--- src/rtl/prng_stream_checker_pkg.sv ---
// Shared PRNG recurrence constants and checker state encoding.
// Used by the generator and by prng_stream_checker.
package prng_chk_pkg;

  localparam int unsigned PRNG_W    = 12;
  localparam int unsigned PRNG_MULT = 3;
  localparam int unsigned PRNG_INC  = 4;

  typedef enum logic [1:0] {
    S_IDLE    = 2'd0,
    S_ACQUIRE = 2'd1,
    S_CONFIRM = 2'd2,
    S_LOCKED  = 2'd3
  } state_e;

endpackage

--- src/rtl/prng_stream_checker_step.sv ---
// One step of the PRNG recurrence f(x) = (MULT*x + INC) mod 2^W, purely combinational.
// The product is formed at W+2 bits and then truncated.
module prng_step
  import prng_chk_pkg::*;
#(
  parameter int unsigned W    = PRNG_W,
  parameter int unsigned MULT = PRNG_MULT,
  parameter int unsigned INC  = PRNG_INC
) (
  input  logic [W-1:0] x_i,
  output logic [W-1:0] fx_c_o
);
  localparam int unsigned WX = W + 2;

  logic [WX-1:0] wide_c;

  assign wide_c = WX'(MULT) * WX'(x_i) + WX'(INC);
  assign fx_c_o = wide_c[W-1:0];
endmodule

--- config.mk ---
export PLATFORM = sky130hd
export DESIGN_NAME = prng_step
export DESIGN_NICKNAME = d
export VERILOG_FILES = /design/src/rtl/prng_stream_checker_pkg.sv /design/src/rtl/prng_stream_checker_step.sv
export SDC_FILE = /design/constraint.sdc
export NUM_CORES = 1
export LEC_CHECK = 0
export BUFFER_PORTS_ARGS = -buffer_cell sky130_fd_sc_hd__buf_2
export CAP_MARGIN = 30
export CORE_MARGIN = 2
export CORE_UTILIZATION = 25
export DETAILED_ROUTE_END_ITERATION = 12
export GPL_TIMING_DRIVEN = 0
export SYNTH_ARGS = -nofsm -noshare
export SYNTH_HDL_FRONTEND = slang
export SYNTH_SLANG_ARGS = --single-unit
--- constraint.sdc ---
create_clock -name vclk -period 1.85
set_input_delay 0 -clock vclk [all_inputs]
set_output_delay 0 -clock vclk [all_outputs]
set_load 0.01 [all_outputs]
==> flow_summary.yaml, run 1 <==
power:
  p_switching_uw: 174
  peakVddDrop_mv: 0.254
  switching_share_pct: 51.6
  p_leak_uw: 0.000401
  p_comb_share_pct: 100.0
  pwr_density_cell_nw_per_um2: 444
  clockPowerShare_pct: 0
  seqPwrFrac_pct: 0
  intPower_uw: 163
detailed_routing:
  drt_iter0_markers: 4
  drcViolationCount: 0
  first_pass_iters: 3
  wl_per_cell_um: 9.85
  wl_um: 1170
  vias: 546
  ant_nets: 0
  vias_per_cell: 4.59
timing:
  fin_crit_sh_pct: 95.5
  fin_ws_ns: 0.0840
  setup_viol: 0
  timing.fmax_mhz: 566
  maxSlewHeadroom_pct: 78.1
  finalMaxSlewViolations: 0
  post-route-min-period_ns: 1.77
  worstMarginPinSlew_ns: 0.327
  holdWs_ns: 0.288
  final-hold-violation-count: 0
placement:
  numPortBuffers: 24
  dp.cells: 117
  pre_cts_slack_ns: -0.00728
  dp_hpwl_um: 978
  finalWeightedCongestion: 0.751
yosys:
  ys_warn_count: 0
  netlist_instances: 66
  syn_area_um2: 538
  ys_types: 18
  yosys.area.top_type_share_pct: 44.2
  synth-seq-area-share_pct: 0
  yosys-top-cells-area: "ha_1 (44%), xnor2_1 (15%), inv_1 (6.3%)"
  syn_area_per_cell_um2: 8.15
  synth_area_leader_cell: "ha_1"
  syn_nets: 98
layout:
  seq_area_um2: 0
  final_nets: 126
  fill_cells: 223
  final_common_cell: "buf_2"
  seq_cell_count: 0
  drive_above_1_share_pct: 39.1
  final_cell_mix: "buf_2 (22), ha_1 (17), xnor2_1 (9), inv_1 (7), nand3_1 (5)"
  clkbuf_count: 0
  diodes: 0
  synthToLayoutAreaGrowth_pct: 40.9
  fin_cells: 119
critical_path:
  path_max_fanout: 5
  critical_path.max_stage_delay_ns: 0.37
  path_cells: "buf_2, ha_1, ha_1, a21o_1, a21o_1, a221oi_2, xnor2_1, buf_2"
  startpoint_type: "input port"
  cp_slowest_cell: "ha_1"
  required_ns: 1.85
  worstPathArrival_ns: 1.77
  end_kind: "primary output"
  crit_type: "in2out"
worst_hold_path:
  min_to: "fx_c_o[1]"
  hp-start: "x_i[1]"
  hold_path_class: "in2out"
  whs_path_depth: 3
outcome:
  status: "finished clean"
grt:
  grt_pass1_vias: 503
  grt_max_degree: 7
  grt.overflow.total: 0
  antenna_found_initial: 0
  grt_pass1_wl_um: 1840
  grt.total_usage_pct: 8.44
die:
  io_pins: 24
  core_um2: 2000
  die_h_um: 50.4
  initial_core_util_pct: 26.9
  row_count: 16
  die_area_um2: 2540
  die_w_um: 50.4
clock_tree:
  cts_hold_buf: 0
job:
  cap_violations: 0
-- metrics by stage --
| stage | setup TNS [ns] | util, % | total power, µW | instance area, µm² |
|---|---|---|---|---|
| 2_1_floorplan | 0 | - | 214 | 538 |
| 6_report | 0 | 37.9 | 337 | 758 |
| 3_5_place_dp | -0.0134 | 34.6 | 313 | 692 |
| 4_1_cts | 0 | 34.6 | 316 | 692 |
| 3_3_place_gp | 0 | 34.6 | 309 | 692 |
| 5_1_grt | -0.0105 | 37.9 | 378 | 758 |
-- final cells by class --
class                      count  area [µm²]  area share, %
multi-input combinational     56         536           70.6
buffer                         1        7.51          0.990
tap                           27        33.8           4.46
inverter                       9        33.8           4.46
timing repair buffer          26         148           19.5
-- synth_stat cells, types with 2 or more instances --
cell type	number
ha_1	19
nand3_1	5
nor2_1	4
a21oi_1	4
inv_1	9
o211ai_1	2
a31oi_1	2
a21o_1	2
nand2_1	2
xnor2_1	9
-- power groups by stage --
stage	Sequential [µW]	Combinational, µW	Clock [µW]
2_1_floorplan	0	214	0
5_1_grt	0	378	0
3_5_place_dp	0	313	0
3_3_place_gp	0	309	0
6_report	0	337	0
4_1_cts	0	316	0
-- metal layers --
metal	part of all wire [%]	wire (µm)	track usage [%]
met5	0	0	0
met4	0	0	0.901
met3	6.4	75	0.893
met2	51	596	17.5
met1	43	500	9.17
-- worst max path at each step --
stage,endpoint,cells after the start,slack [ns],from
6_report,fx_c_o[10],8,0.08,x_i[6]
5_1_grt,fx_c_o[8],12,-0.01,x_i[1]
4_1_cts,fx_c_o[10],12,0.0009,x_i[1]
3_5_place_dp,fx_c_o[10],12,-0.007,x_i[1]
3_3_place_gp,fx_c_o[10],12,0.008,x_i[1]
2_1_floorplan,fx_c_o[10],10,0.27,x_i[1]
-- cell families after synthesis --
kind of cell	synth area share [%]
AOI/OAI and AO/OA	17.0
xor gates and xnor gates	16.3
adders and majority gates	47.9
buffers and inverters	7.67
and+or+nand+nor	11.2
-- critical path, delay by kind of cell --
kind	cells	cell delay, ns
AO/OA/AOI/OAI	3	0.72
adder cells (fa/ha/maj)	2	0.66
buffers and inverters	2	0.25
XOR/XNOR	1	0.14
-- repair_timing --
item,CTS,global route
buffers inserted,0,2
gates resized for setup,0,11
setup endpoints to repair,0,2
Power figures use the tool's default switching activity.
==> run 2: changes to the inputs <==
--- a/config.mk
+++ b/config.mk
@@ -8,7 +8,7 @@
 export BUFFER_PORTS_ARGS = -buffer_cell sky130_fd_sc_hd__buf_2
 export CAP_MARGIN = 30
 export CORE_MARGIN = 2
-export CORE_UTILIZATION = 25
+export CORE_UTILIZATION = 36
 export DETAILED_ROUTE_END_ITERATION = 12
 export GPL_TIMING_DRIVEN = 0
 export SYNTH_ARGS = -nofsm -noshare
==> flow_summary.yaml, run 2 (same netlist as run 1, synthesis figures left out) <==
outcome:
  status: "finished clean"
job:
  cap_violations: 0
grt:
  grt_pass1_wl_um: 1840
  grt.total_usage_pct: 11.9
  grt.overflow.total: 0
  antenna_found_initial: 0
  grt_max_degree: 7
  grt_pass1_vias: 438
layout:
  drive_above_1_share_pct: 39.6
  seq_cell_count: 0
  diodes: 0
  fin_area_um2: 736
  final_common_cell: "buf_2"
  final_nets: 125
  seq_area_um2: 0
  final_cell_mix: "buf_2 (22), ha_1 (16), xnor2_1 (9), inv_1 (6), nand3_1 (5)"
  synthToLayoutAreaGrowth_pct: 36.7
  clkbuf_count: 0
worst_hold_path:
  min_to: "fx_c_o[1]"
  whs_path_depth: 3
  hold_path_class: "in2out"
  hp-start: "x_i[1]"
timing:
  worstMarginPinSlew_ns: 0.305
  setup_viol: 0
  post-route-min-period_ns: 1.72
  fin_crit_sh_pct: 93.0
  finalMaxSlewViolations: 0
  rsz0062_at_grt: "no"
  maxSlewHeadroom_pct: 79.6
  timing.fmax_mhz: 581
  final-hold-violation-count: 0
power:
  peakVddDrop_mv: 0.223
  p_leak_uw: 0.000392
  switching_share_pct: 52.0
  p_switching_uw: 176
  clockPowerShare_pct: 0
  pwr_density_cell_nw_per_um2: 459
  intPower_uw: 162
  p_comb_share_pct: 100.0
  power_uw: 338
  seqPwrFrac_pct: 0
die:
  core_um2: 1350
  die_w_um: 42.7
  io_pins: 24
  row_count: 13
  die_h_um: 42.7
  initial_core_util_pct: 39.9
  die_area_um2: 1820
detailed_routing:
  wl_um: 1150
  vias: 532
  ant_nets: 0
  vias_per_cell: 5.02
  drcViolationCount: 0
  drt_iter0_markers: 9
  wl_per_cell_um: 10.9
  first_pass_iters: 2
clock_tree:
  cts_hold_buf: 0
critical_path:
  path_max_fanout: 5
  startpoint_type: "input port"
  worstPathArrival_ns: 1.72
  crit_type: "in2out"
  required_ns: 1.85
  end_kind: "primary output"
placement:
  place_area_um2: 677
  finalWeightedCongestion: 0.757
  dp_hpwl_um: 976
  numPortBuffers: 24
run 2: area by class of cell:
cell class         instances  area, µm²
fillers                  130        614
multi-input cells         56        536
repair buffers            25        140
inverters                  9       33.8
well taps                 15       18.8
plain buffers              1       7.51
run 2: critical path, stage by stage:
cell	delay [ns]
buf_2	0.11
ha_1	0.29
ha_2	0.33
a21o_1	0.20
a21o_1	0.20
a221oi_2	0.30
xnor2_1	0.14
buf_2	0.14
run 2: metal layers:
| layer | track usage (%) | up-vias | share of wire (%) |
|---|---|---|---|
| met4 | 0 | 0 | 0 |
| met3 | 0.851 | 0 | 6.2 |
| met2 | 19.1 | 17 | 45 |
| li1 | - | 284 | - |
| met5 | 0 | - | 0 |
| met1 | 18.3 | 231 | 49 |
run 2: worst max-delay path by stage:
stage | start | to | cells after the start
after floorplan | x_i[1] | fx_c_o[10] | 10
after global routing | x_i[2] | fx_c_o[10] | 12
after detailed placement | x_i[1] | fx_c_o[10] | 12
after global placement | x_i[1] | fx_c_o[10] | 12
after CTS | x_i[1] | fx_c_o[10] | 12
final | x_i[6] | fx_c_o[10] | 8
run 2: stage by stage:
stage / cells / setup slack, ns / utilization (%) / hold WS (ns) / setup TNS, ns
after floorplan: 66 / 0.266 / - / 0.0918 / 0
after global placement: 105 / 0.0532 / 50.1 / 0.290 / 0
after detailed placement: 105 / -0.0000536 / 50.1 / 0.306 / -0.0000536
after CTS: 105 / 0.0441 / 50.4 / 0.306 / 0
after global routing: 106 / 0.0145 / 54.5 / 0.305 / 0
final: 106 / 0.129 / 54.5 / 0.291 / 0
run 2: power by group through the flow:
stage	combinational, µW	clock, µW	sequential [µW]
detailed placement	315	0	0
CTS	318	0	0
finish	338	0	0
floorplan	214	0	0
global route	377	0	0
global placement	310	0	0
run 2: what timing repair did:
action,4_1_cts,5_1_grt
endpoints found under the hold margin,0,0
gates cloned,0,0
gates resized for setup,1,11
setup buffers,0,1
pin swaps,0,6
setup endpoints to repair,1,3
==> run 3: changes to the inputs <==
--- a/config.mk
+++ b/config.mk
@@ -11,6 +11,7 @@
 export CORE_UTILIZATION = 36
 export DETAILED_ROUTE_END_ITERATION = 12
 export GPL_TIMING_DRIVEN = 0
+export SETUP_SLACK_MARGIN = 0.2
 export SYNTH_ARGS = -nofsm -noshare
 export SYNTH_HDL_FRONTEND = slang
 export SYNTH_SLANG_ARGS = --single-unit
==> flow_summary.yaml, run 3 (same netlist as run 1, synthesis figures left out) <==
outcome:
  status: "finished clean"
grt:
  grt_pass1_vias: 513
  grt.overflow.total: 0
  antenna_found_initial: 0
  grt.total_usage_pct: 13.9
  grt_max_degree: 7
  grt_pass1_wl_um: 2100
timing:
  fin_ws_ns: 0.256
  maxSlewHeadroom_pct: 79.5
  final-hold-violation-count: 0
  worstMarginPinSlew_ns: 0.306
  fin_crit_sh_pct: 86.2
  setup_viol: 0
  timing.fmax_mhz: 627
  post-route-min-period_ns: 1.59
  finalMaxSlewViolations: 0
  rsz0062_at_grt: "yes"
  holdWs_ns: 0.297
critical_path:
  required_ns: 1.85
  end_kind: "primary output"
  worstPathArrival_ns: 1.59
  path_max_fanout: 5
  crit_type: "in2out"
  startpoint_type: "input port"
detailed_routing:
  vias_per_cell: 5.16
  first_pass_iters: 4
  ant_nets: 0
  wl_um: 1300
  drcViolationCount: 0
  drt_iter0_markers: 17
  vias: 568
  wl_per_cell_um: 11.8
layout:
  seq_area_um2: 0
  drive_above_1_share_pct: 51.6
  diodes: 0
  fill_cells: 108
  clkbuf_count: 0
  fin_area_um2: 872
  final_nets: 129
  final_util_pct: 64.6
  final_cell_mix: "buf_2 (22), xnor2_1 (9), ha_1 (9), ha_4 (9), buf_4 (6)"
  final_common_cell: "buf_2"
  seq_cell_count: 0
  synthToLayoutAreaGrowth_pct: 62.1
placement:
  place_area_um2: 677
  numPortBuffers: 24
  pre_cts_slack_ns: -0.0000536
  dp_hpwl_um: 976
  finalWeightedCongestion: 0.757
die:
  io_pins: 24
  die_w_um: 42.7
  die_area_um2: 1820
  die_h_um: 42.7
  core_um2: 1350
  row_count: 13
  initial_core_util_pct: 39.9
power:
  p_leak_uw: 0.000411
  pwr_density_cell_nw_per_um2: 459
  p_switching_uw: 194
  seqPwrFrac_pct: 0
  switching_share_pct: 48.5
  peakVddDrop_mv: 0.240
  intPower_uw: 206
  clockPowerShare_pct: 0
  p_comb_share_pct: 100.0
clock_tree:
  cts_hold_buf: 0
worst_hold_path:
  hp-start: "x_i[0]"
  hold_path_class: "in2out"
  whs_path_depth: 3
  min_to: "fx_c_o[0]"
job:
  cap_violations: 0
run 3: metrics by stage:
stage	power [µW]	instances	TNS, ns
final	401	110	0
after CTS	373	108	0
after detailed placement	315	105	-0.0000536
after global routing	439	110	0
after global placement	310	105	0
after floorplan	214	66	0
run 3: worst max-delay path by stage:
| stage | startpoint | end | cells past startpoint |
|---|---|---|---|
| floorplan | x_i[1] | fx_c_o[10] | 10 |
| global placement | x_i[1] | fx_c_o[10] | 12 |
| detailed placement | x_i[1] | fx_c_o[10] | 12 |
| CTS | x_i[4] | fx_c_o[10] | 8 |
| global route | x_i[2] | fx_c_o[10] | 12 |
| finish | x_i[6] | fx_c_o[10] | 8 |
run 3: power by group through the flow:
stage / Sequential (µW) / Combinational [µW] / Clock, µW
global placement: 0 / 310 / 0
finish: 0 / 401 / 0
CTS: 0 / 373 / 0
detailed placement: 0 / 315 / 0
floorplan: 0 / 214 / 0
global route: 0 / 439 / 0
run 3: routing by layer:
layer	vias to the layer above	track usage, %	part of all wire (%)	wire length [µm]
met5	-	0	0	0
met4	0	1.25	0.46	6
met3	2	0.851	6.8	88
met2	23	24.5	47	611
met1	250	18.8	46	590
li1	293	-	-	-
run 3: worst max-delay path: stages:
cell and delay, ns:
buf_2 0.13, ha_4 0.25, ha_4 0.26, a21o_1 0.19, a21o_1 0.18, a221oi_2 0.30
xnor2_1 0.14, buf_2 0.14
run 3: area by class of cell:
| class | count | area, µm² | share of cell area (%) |
|---|---|---|---|
| plain buffers | 1 | 7.51 | 0.861 |
| multi-input cells | 56 | 637 | 73.0 |
| inverters | 9 | 38.8 | 4.45 |
| well taps | 15 | 18.8 | 2.15 |
| repair buffers | 29 | 170 | 19.5 |
run 3: what timing repair did:
item,CTS,global route
pin swaps,8,11
gates resized for setup,20,5
buffers inserted,3,2
hold endpoints to repair,0,0
gates cloned,0,0
setup endpoints to repair,5,5
